`src/rtl/mem_arbiter.sv`:
```
// mem_arbiter: two-requester (write/read) arbiter and sequencer for a single-port memory.
// Optional macro ARB_ROUND_ROBIN_EN: alternate grants on conflicts (default: write has priority).
module mem_arbiter #(
    parameter int DW    = 32,
    parameter int AW    = 5,
    parameter int DEPTH = 26
) (
    input  logic          clk,
    input  logic          rst,
    input  logic          wr_req,
    input  logic [AW-1:0] wr_addr,
    input  logic [DW-1:0] wr_data,
    output logic          wr_ack,
    input  logic          rd_req,
    input  logic [AW-1:0] rd_addr,
    output logic          rd_ack,
    output logic          rd_valid,
    output logic [DW-1:0] rd_data,
    output logic          addr_err,
    output logic          mem_trigger,
    output logic [AW-1:0] mem_address,
    output logic [DW-1:0] mem_din,
    input  logic [DW-1:0] mem_dout
);
    typedef enum logic {IDLE, ISSUE} state_t;
    state_t        state_q, state_d;
    logic          wr_ack_q, wr_ack_d, rd_ack_q, rd_ack_d, addr_err_q, addr_err_d;
    logic          mem_trigger_q, mem_trigger_d, rd_valid_q, rd_valid_d;
    logic [AW-1:0] mem_address_q, mem_address_d;
    logic [DW-1:0] mem_din_q, mem_din_d, rd_data_q, rd_data_d;
    logic          s1_q, s1_d, s2_q, s2_d, e1_q, e1_d, e2_q, e2_d;
    logic          go, grant_wr, bad;
    logic [AW-1:0] win_addr;
`ifdef ARB_ROUND_ROBIN_EN
    logic          rr_q, rr_d;
    // rr_q set means the next conflict goes to the reader
    assign grant_wr = wr_req & (~rd_req | ~rr_q);
    assign rr_d     = (go & wr_req & rd_req) ? grant_wr : rr_q;
`else
    assign grant_wr = wr_req;
`endif
    assign win_addr = grant_wr ? wr_addr : rd_addr;
    assign bad      = 32'(win_addr) >= DEPTH;
    assign go       = (state_q == IDLE) & (wr_req | rd_req);
    always_comb begin
        state_d       = go ? ISSUE : IDLE;
        wr_ack_d      = go & grant_wr;
        rd_ack_d      = go & ~grant_wr;
        addr_err_d    = go & bad;
        mem_trigger_d = go & grant_wr & ~bad;
        mem_address_d = go ? win_addr : mem_address_q;
        mem_din_d     = (go & grant_wr) ? wr_data : mem_din_q;
        // read pipeline: grant -> memory access -> capture mem_dout
        s1_d          = go & ~grant_wr;
        e1_d          = go & ~grant_wr & bad;
        s2_d          = s1_q;
        e2_d          = e1_q;
        rd_valid_d    = s2_q;
        rd_data_d     = s2_q ? (e2_q ? '0 : mem_dout) : rd_data_q;
    end
    always_ff @(posedge clk) begin
        if (rst) begin
            state_q       <= IDLE;
            wr_ack_q      <= 1'b0;
            rd_ack_q      <= 1'b0;
            addr_err_q    <= 1'b0;
            mem_trigger_q <= 1'b0;
            mem_address_q <= '0;
            mem_din_q     <= '0;
            s1_q          <= 1'b0;
            e1_q          <= 1'b0;
            s2_q          <= 1'b0;
            e2_q          <= 1'b0;
            rd_valid_q    <= 1'b0;
            rd_data_q     <= '0;
`ifdef ARB_ROUND_ROBIN_EN
            rr_q          <= 1'b0;
`endif
        end else begin
            state_q       <= state_d;
            wr_ack_q      <= wr_ack_d;
            rd_ack_q      <= rd_ack_d;
            addr_err_q    <= addr_err_d;
            mem_trigger_q <= mem_trigger_d;
            mem_address_q <= mem_address_d;
            mem_din_q     <= mem_din_d;
            s1_q          <= s1_d;
            e1_q          <= e1_d;
            s2_q          <= s2_d;
            e2_q          <= e2_d;
            rd_valid_q    <= rd_valid_d;
            rd_data_q     <= rd_data_d;
`ifdef ARB_ROUND_ROBIN_EN
            rr_q          <= rr_d;
`endif
        end
    end
    assign wr_ack      = wr_ack_q;
    assign rd_ack      = rd_ack_q;
    assign addr_err    = addr_err_q;
    assign mem_trigger = mem_trigger_q;
    assign mem_address = mem_address_q;
    assign mem_din     = mem_din_q;
    assign rd_valid    = rd_valid_q;
    assign rd_data     = rd_data_q;
endmodule
```
`config.mk`:
```
export PLATFORM = sky130hd
export DESIGN_NAME = mem_arbiter
export DESIGN_NICKNAME = d
export VERILOG_FILES = /design/src/rtl/mem_arbiter.sv
export SDC_FILE = /design/constraint.sdc
export NUM_CORES = 1
export LEC_CHECK = 0
export CELL_PAD_IN_SITES_DETAIL_PLACEMENT = 0
export CELL_PAD_IN_SITES_GLOBAL_PLACEMENT = 1
export CORE_MARGIN = 4
export CORE_UTILIZATION = 25
export CTS_CLUSTER_DIAMETER = 30
export DETAILED_ROUTE_END_ITERATION = 10
export GPL_TIMING_DRIVEN = 0
export PLACE_DENSITY = 0.7
export SLEW_MARGIN = 20
export SYNTH_ARGS = -nofsm -noshare
export SYNTH_HDL_FRONTEND = slang
export SYNTH_SLANG_ARGS = --single-unit
```
`constraint.sdc`:
```
create_clock -name clk -period 1.3 [get_ports clk]
set_clock_uncertainty 0.05 [all_clocks]
set_input_delay 0.195 -clock clk [delete_from_list [all_inputs] [get_ports clk]]
set_output_delay 0.195 -clock clk [all_outputs]
set_load 0.02 [all_outputs]
```
-- Word level (Yosys, flattened, before mapping)
Index checks and enable logic that the tools add are counted.
- bits of input ports: 78
- output and inout port bits: 74
- logic and storage cells: 26
- register bits after elaboration: 78
- bitwise gates (word level): 10
- $lt $le $gt $ge: 1
- multiplexer cells: 3
- operators with widths (kind ; number):
    $mux W32 ; 1
    $and A1 B1 Y1 ; 6
    $ge A5 B5 Y1 const B ; 1
    $mux W5 ; 1
    $not A1 Y1 ; 3
    $mux W1 ; 1
    $or A1 B1 Y1 ; 1

-- Longest topological paths before layout
- depth in word-level cells: 4
- mapped depth: 6
- gate-level depth less buffers: 3

-- Worst setup path before layout
OpenSTA, ideal clock, no wires.
- path type: register -> register
- from: reg s2_q (netlist: rd_valid_d)
- to: reg rd_data_q[10] (netlist: rd_data[10])
- path buffers: 1
- path slack: 0.228 ns
- arrival: 0.895 ns
- library setup time: 0.128 ns
- stages on the path, launching flop included: 5
- data required time: 1.122 ns
- period minus slack after synthesis: 1.072 ns
- cell sequence: dfxtp_1 > clkbuf_1 > nor2b_1 > a21oi_1 > nor2_1
- RTL lines (item ; line ; text):
    from (decl) ; 31 ; logic s1_q, s1_d, s2_q, s2_d, e1_q, e1_d, e2_q, e2_d;
    from (signal assigned) ; 72 ; s2_q <= 1'b0;
    from (signal assigned) ; 89 ; s2_q <= s2_d;
    to (signal assigned) ; 92 ; rd_data_q <= rd_data_d;
    to (decl) ; 30 ; logic [DW-1:0] mem_din_q, mem_din_d, rd_data_q, rd_data_d;

-- Worst setup path in the final report
- from: reg mem_din_q[26] (netlist: mem_din[26])
- to: out mem_din[26]
- RTL lines (item ; line ; text):
    from (decl) ; 30 ;
    from (signal assigned) ; 86 ; mem_din_q <= mem_din_d;
    to (decl) ; 22 ; output logic [DW-1:0] mem_din,
No word-level cell between the ends.

==> run summary <==
HPWL Detailed: 6.69 mm
worst path arrival time: 1.00 ns
Max VDD drop: 631 uV
Clock Latency Late Sink: 0.32 ns
Worst-Margin Slew: 0.257 ns
Critical Path Max Stage Delay: 0.35 ns
P_sw: 1.47 mW
Post-Syn Area per Cell: 9.23 um2
initial antenna violation count: 0
leakage power: 2.17 nW
pwr/cell area: 1210 nW/um2
Critical Path Fanout Max: 2
gpl congestion: 0.703
TritonRoute pass-1 iters: 3
total grt overflow: 0
Worst Path Required: 1.05 ns
Syn Std Cell Area: 3010 um2
placed insts: 620
Non-Filler Instances: 636
post-synthesis register bit count: 78
postcts setup bufs: 0
DIE AREA: 13900 um2
CTS max path bufs: 2
ANT cells: 0
Rows: 39
multi-input logic area: 1290 um2
TritonCTS Sinks: 78
RSZ-0062 raised after global routing: no
pin count of the biggest net entering global routing: 14
R2R setup slack: 0.15 ns
Routed Antenna Nets: 0
vias in the first global route: 2839
Setup WS pre-CTS: -0.408 ns
Storage cell area: 1560 um2
Yosys cell types: 26
crit share post-route: 96.0%
synth-to-layout area growth: 64.3%
fin. max-slew vios: 0
# DRC: 0
Core Area: 11600 um2
cts hold-fix bufs: 0
via count: 2699
CTS tree: yes
WP buf/inv: 1
CP cell instances: dlygate4sd2_1
Overall Global Routing Usage: 12.9%
part of the Yosys area used for sequential elements: 51.9%
slack of the critical path: 0.0516 ns
Die X-Extent: 118 um
Layout fillers: 1196
Clock Tree Root: clkbuf_16
top post-synthesis cells by area: dfxtp_1 (52%), a21oi_2 (8.7%), nor2b_1 (7.5%)
number of I/O port buffers: 151
Setup Viol. Count Final: 0
Worst path slowest cell: dlygate4sd2_1
share of layout cells above drive strength 1: 18.9%
path type of the worst setup path: register to output port
Final Net Count: 566
IO Count: 152
post-synth top area cell: dfxtp_1
Design Power: 5.96 mW
# Max-Cap Violations: 0
status: complete, no violations
Worst setup EP type: output port
Int Pwr: 4.50 mW
final hold slack: 0.368 ns
Final Hold Viols: 0
Net Count, Synth: 404
cell family with most CP delay: buffers and inverters
Die Height: 118 um
Starting Density: 25.9%
via density per instance: 4.24
total CTS buffers: 9
clk slew on worst S/H paths: 0.07 ns
WL/cell: 13.8 um
relative slew slack: 82.8%
minimum clock period: 1.25 ns
Post-Syn Instances: 326
htree depth: 3
fmax: 801 MHz
Clk pwr share: 42.3%
Combinational Power Share: 15.1%
worst min path class: input pin to register
routed wire length: 8.80 mm
first-pass GRT wire length: 14.7 mm
top-area cell type share of the netlist area: 51.9%
synth warn: 0
Iter 0 DRT Violations: 97
CP startpoint kind: register
Flop pwr share: 42.6%
Sw Share: 24.6%
[power groups by stage]
| stage | Sequential, mW | Combinational, mW | Clock (mW) |
|---|---|---|---|
| floorplan | 2.71 | 0.330 | 0 |
| global placement | 2.59 | 0.961 | 0 |
| detailed placement | 2.60 | 0.964 | 0 |
| CTS | 2.54 | 0.903 | 2.62 |
| global route | 2.55 | 0.977 | 2.72 |
| finish | 2.54 | 0.898 | 2.52 |
[routing by layer]
| metal | global-route usage (%) | up-vias | part of all wire [%] |
|---|---|---|---|
| li1 | - | 1382 | - |
| met1 | 15.1 | 1209 | 44 |
| met2 | 20.3 | 104 | 45 |
| met3 | 7.54 | 4 | 11 |
| met4 | 2.86 | 0 | 0.55 |
| met5 | 0 | - | 0 |
[Yosys cell counts (all sizes together)]
| cell type | number |
|---|---|
| a211oi | 4 |
| a21boi | 1 |
| a21oi | 64 |
| a311oi | 1 |
| and2 | 1 |
| and2b | 2 |
| buf | 19 |
| clkbuf | 5 |
| dfxtp | 78 |
| mux2i | 4 |
| nand2 | 65 |
| nand2b | 3 |
| nand3b | 1 |
| nor2 | 37 |
| nor2b | 36 |
| nor4b | 1 |
| o2111ai | 1 |
| o21ai | 1 |
| o21ba | 1 |
| or2 | 1 |
[worst paths after layout]
| check | startpoint | to | depth (start not counted) |
|---|---|---|---|
| min reg2reg | e1_q | e2_q | 1 |
| max | mem_din[26] | mem_din[26] | 1 |
| max reg2reg | rd_valid_d | rd_data[26] | 4 |
| min | wr_data[16] | mem_din[16] | 3 |
[per-stage QoR]
| stage | area, um2 | utilization (%) | setup TNS [ns] |
|---|---|---|---|
| CTS | 4920 | 42.3 | 0 |
| finish | 4940 | 42.6 | 0 |
| detailed placement | 4700 | 40.5 | -22.58 |
| floorplan | 3010 | - | 0 |
| global placement | 4700 | 40.5 | -22.53 |
| global route | 4940 | 42.6 | 0 |
[cells by family after synthesis]
kind of cell	Yosys count	share of synthesized area [%]
compound gates	73	17.8
buf+inv	24	5.32
flops	78	51.9
mux	4	1.33
simple gates	147	23.7
[layout make-up]
| type | instances | share of cell area, % |
|---|---|---|
| flip-flops and latches | 78 | 31.6 |
| repair buffers | 151 | 28.9 |
| multi-input cells | 224 | 26.0 |
| clock buffers | 11 | 4.91 |
| plain buffers | 24 | 3.72 |
| well taps | 143 | 3.62 |
| clock inverters | 5 | 1.19 |
[tightest hold or removal path, cell delays in order]
cell and delay (ns):
clkdlybuf4s50_1 0.39, nand2_1 0.07, a21oi_2 0.05
[repair_timing]
action | CTS | global route
endpoints found under the setup margin | 104 | 52
hold endpoints to repair | 0 | 0
resized for setup | 80 | 27
[cells in the final DEF (no fill, tap or decap), types with 4 or more instances in the layout]
| cell | instances |
|---|---|
| buf_2 | 6 |
| clkbuf_4 | 5 |
| a21oi_1 | 34 |
| nand2_2 | 10 |
| dlygate4sd2_1 | 59 |
| a21oi_2 | 30 |
| buf_6 | 5 |
| dfxtp_1 | 76 |
| clkbuf_16 | 9 |
| nand2_1 | 55 |
| clkdlybuf4s50_1 | 77 |
| clkdlybuf4s15_1 | 13 |
| mux2i_1 | 4 |
| clkbuf_2 | 7 |
| nor2b_1 | 36 |
| nor2_1 | 36 |
| a211oi_2 | 4 |
No activity file was read; power rests on OpenSTA's default activity.
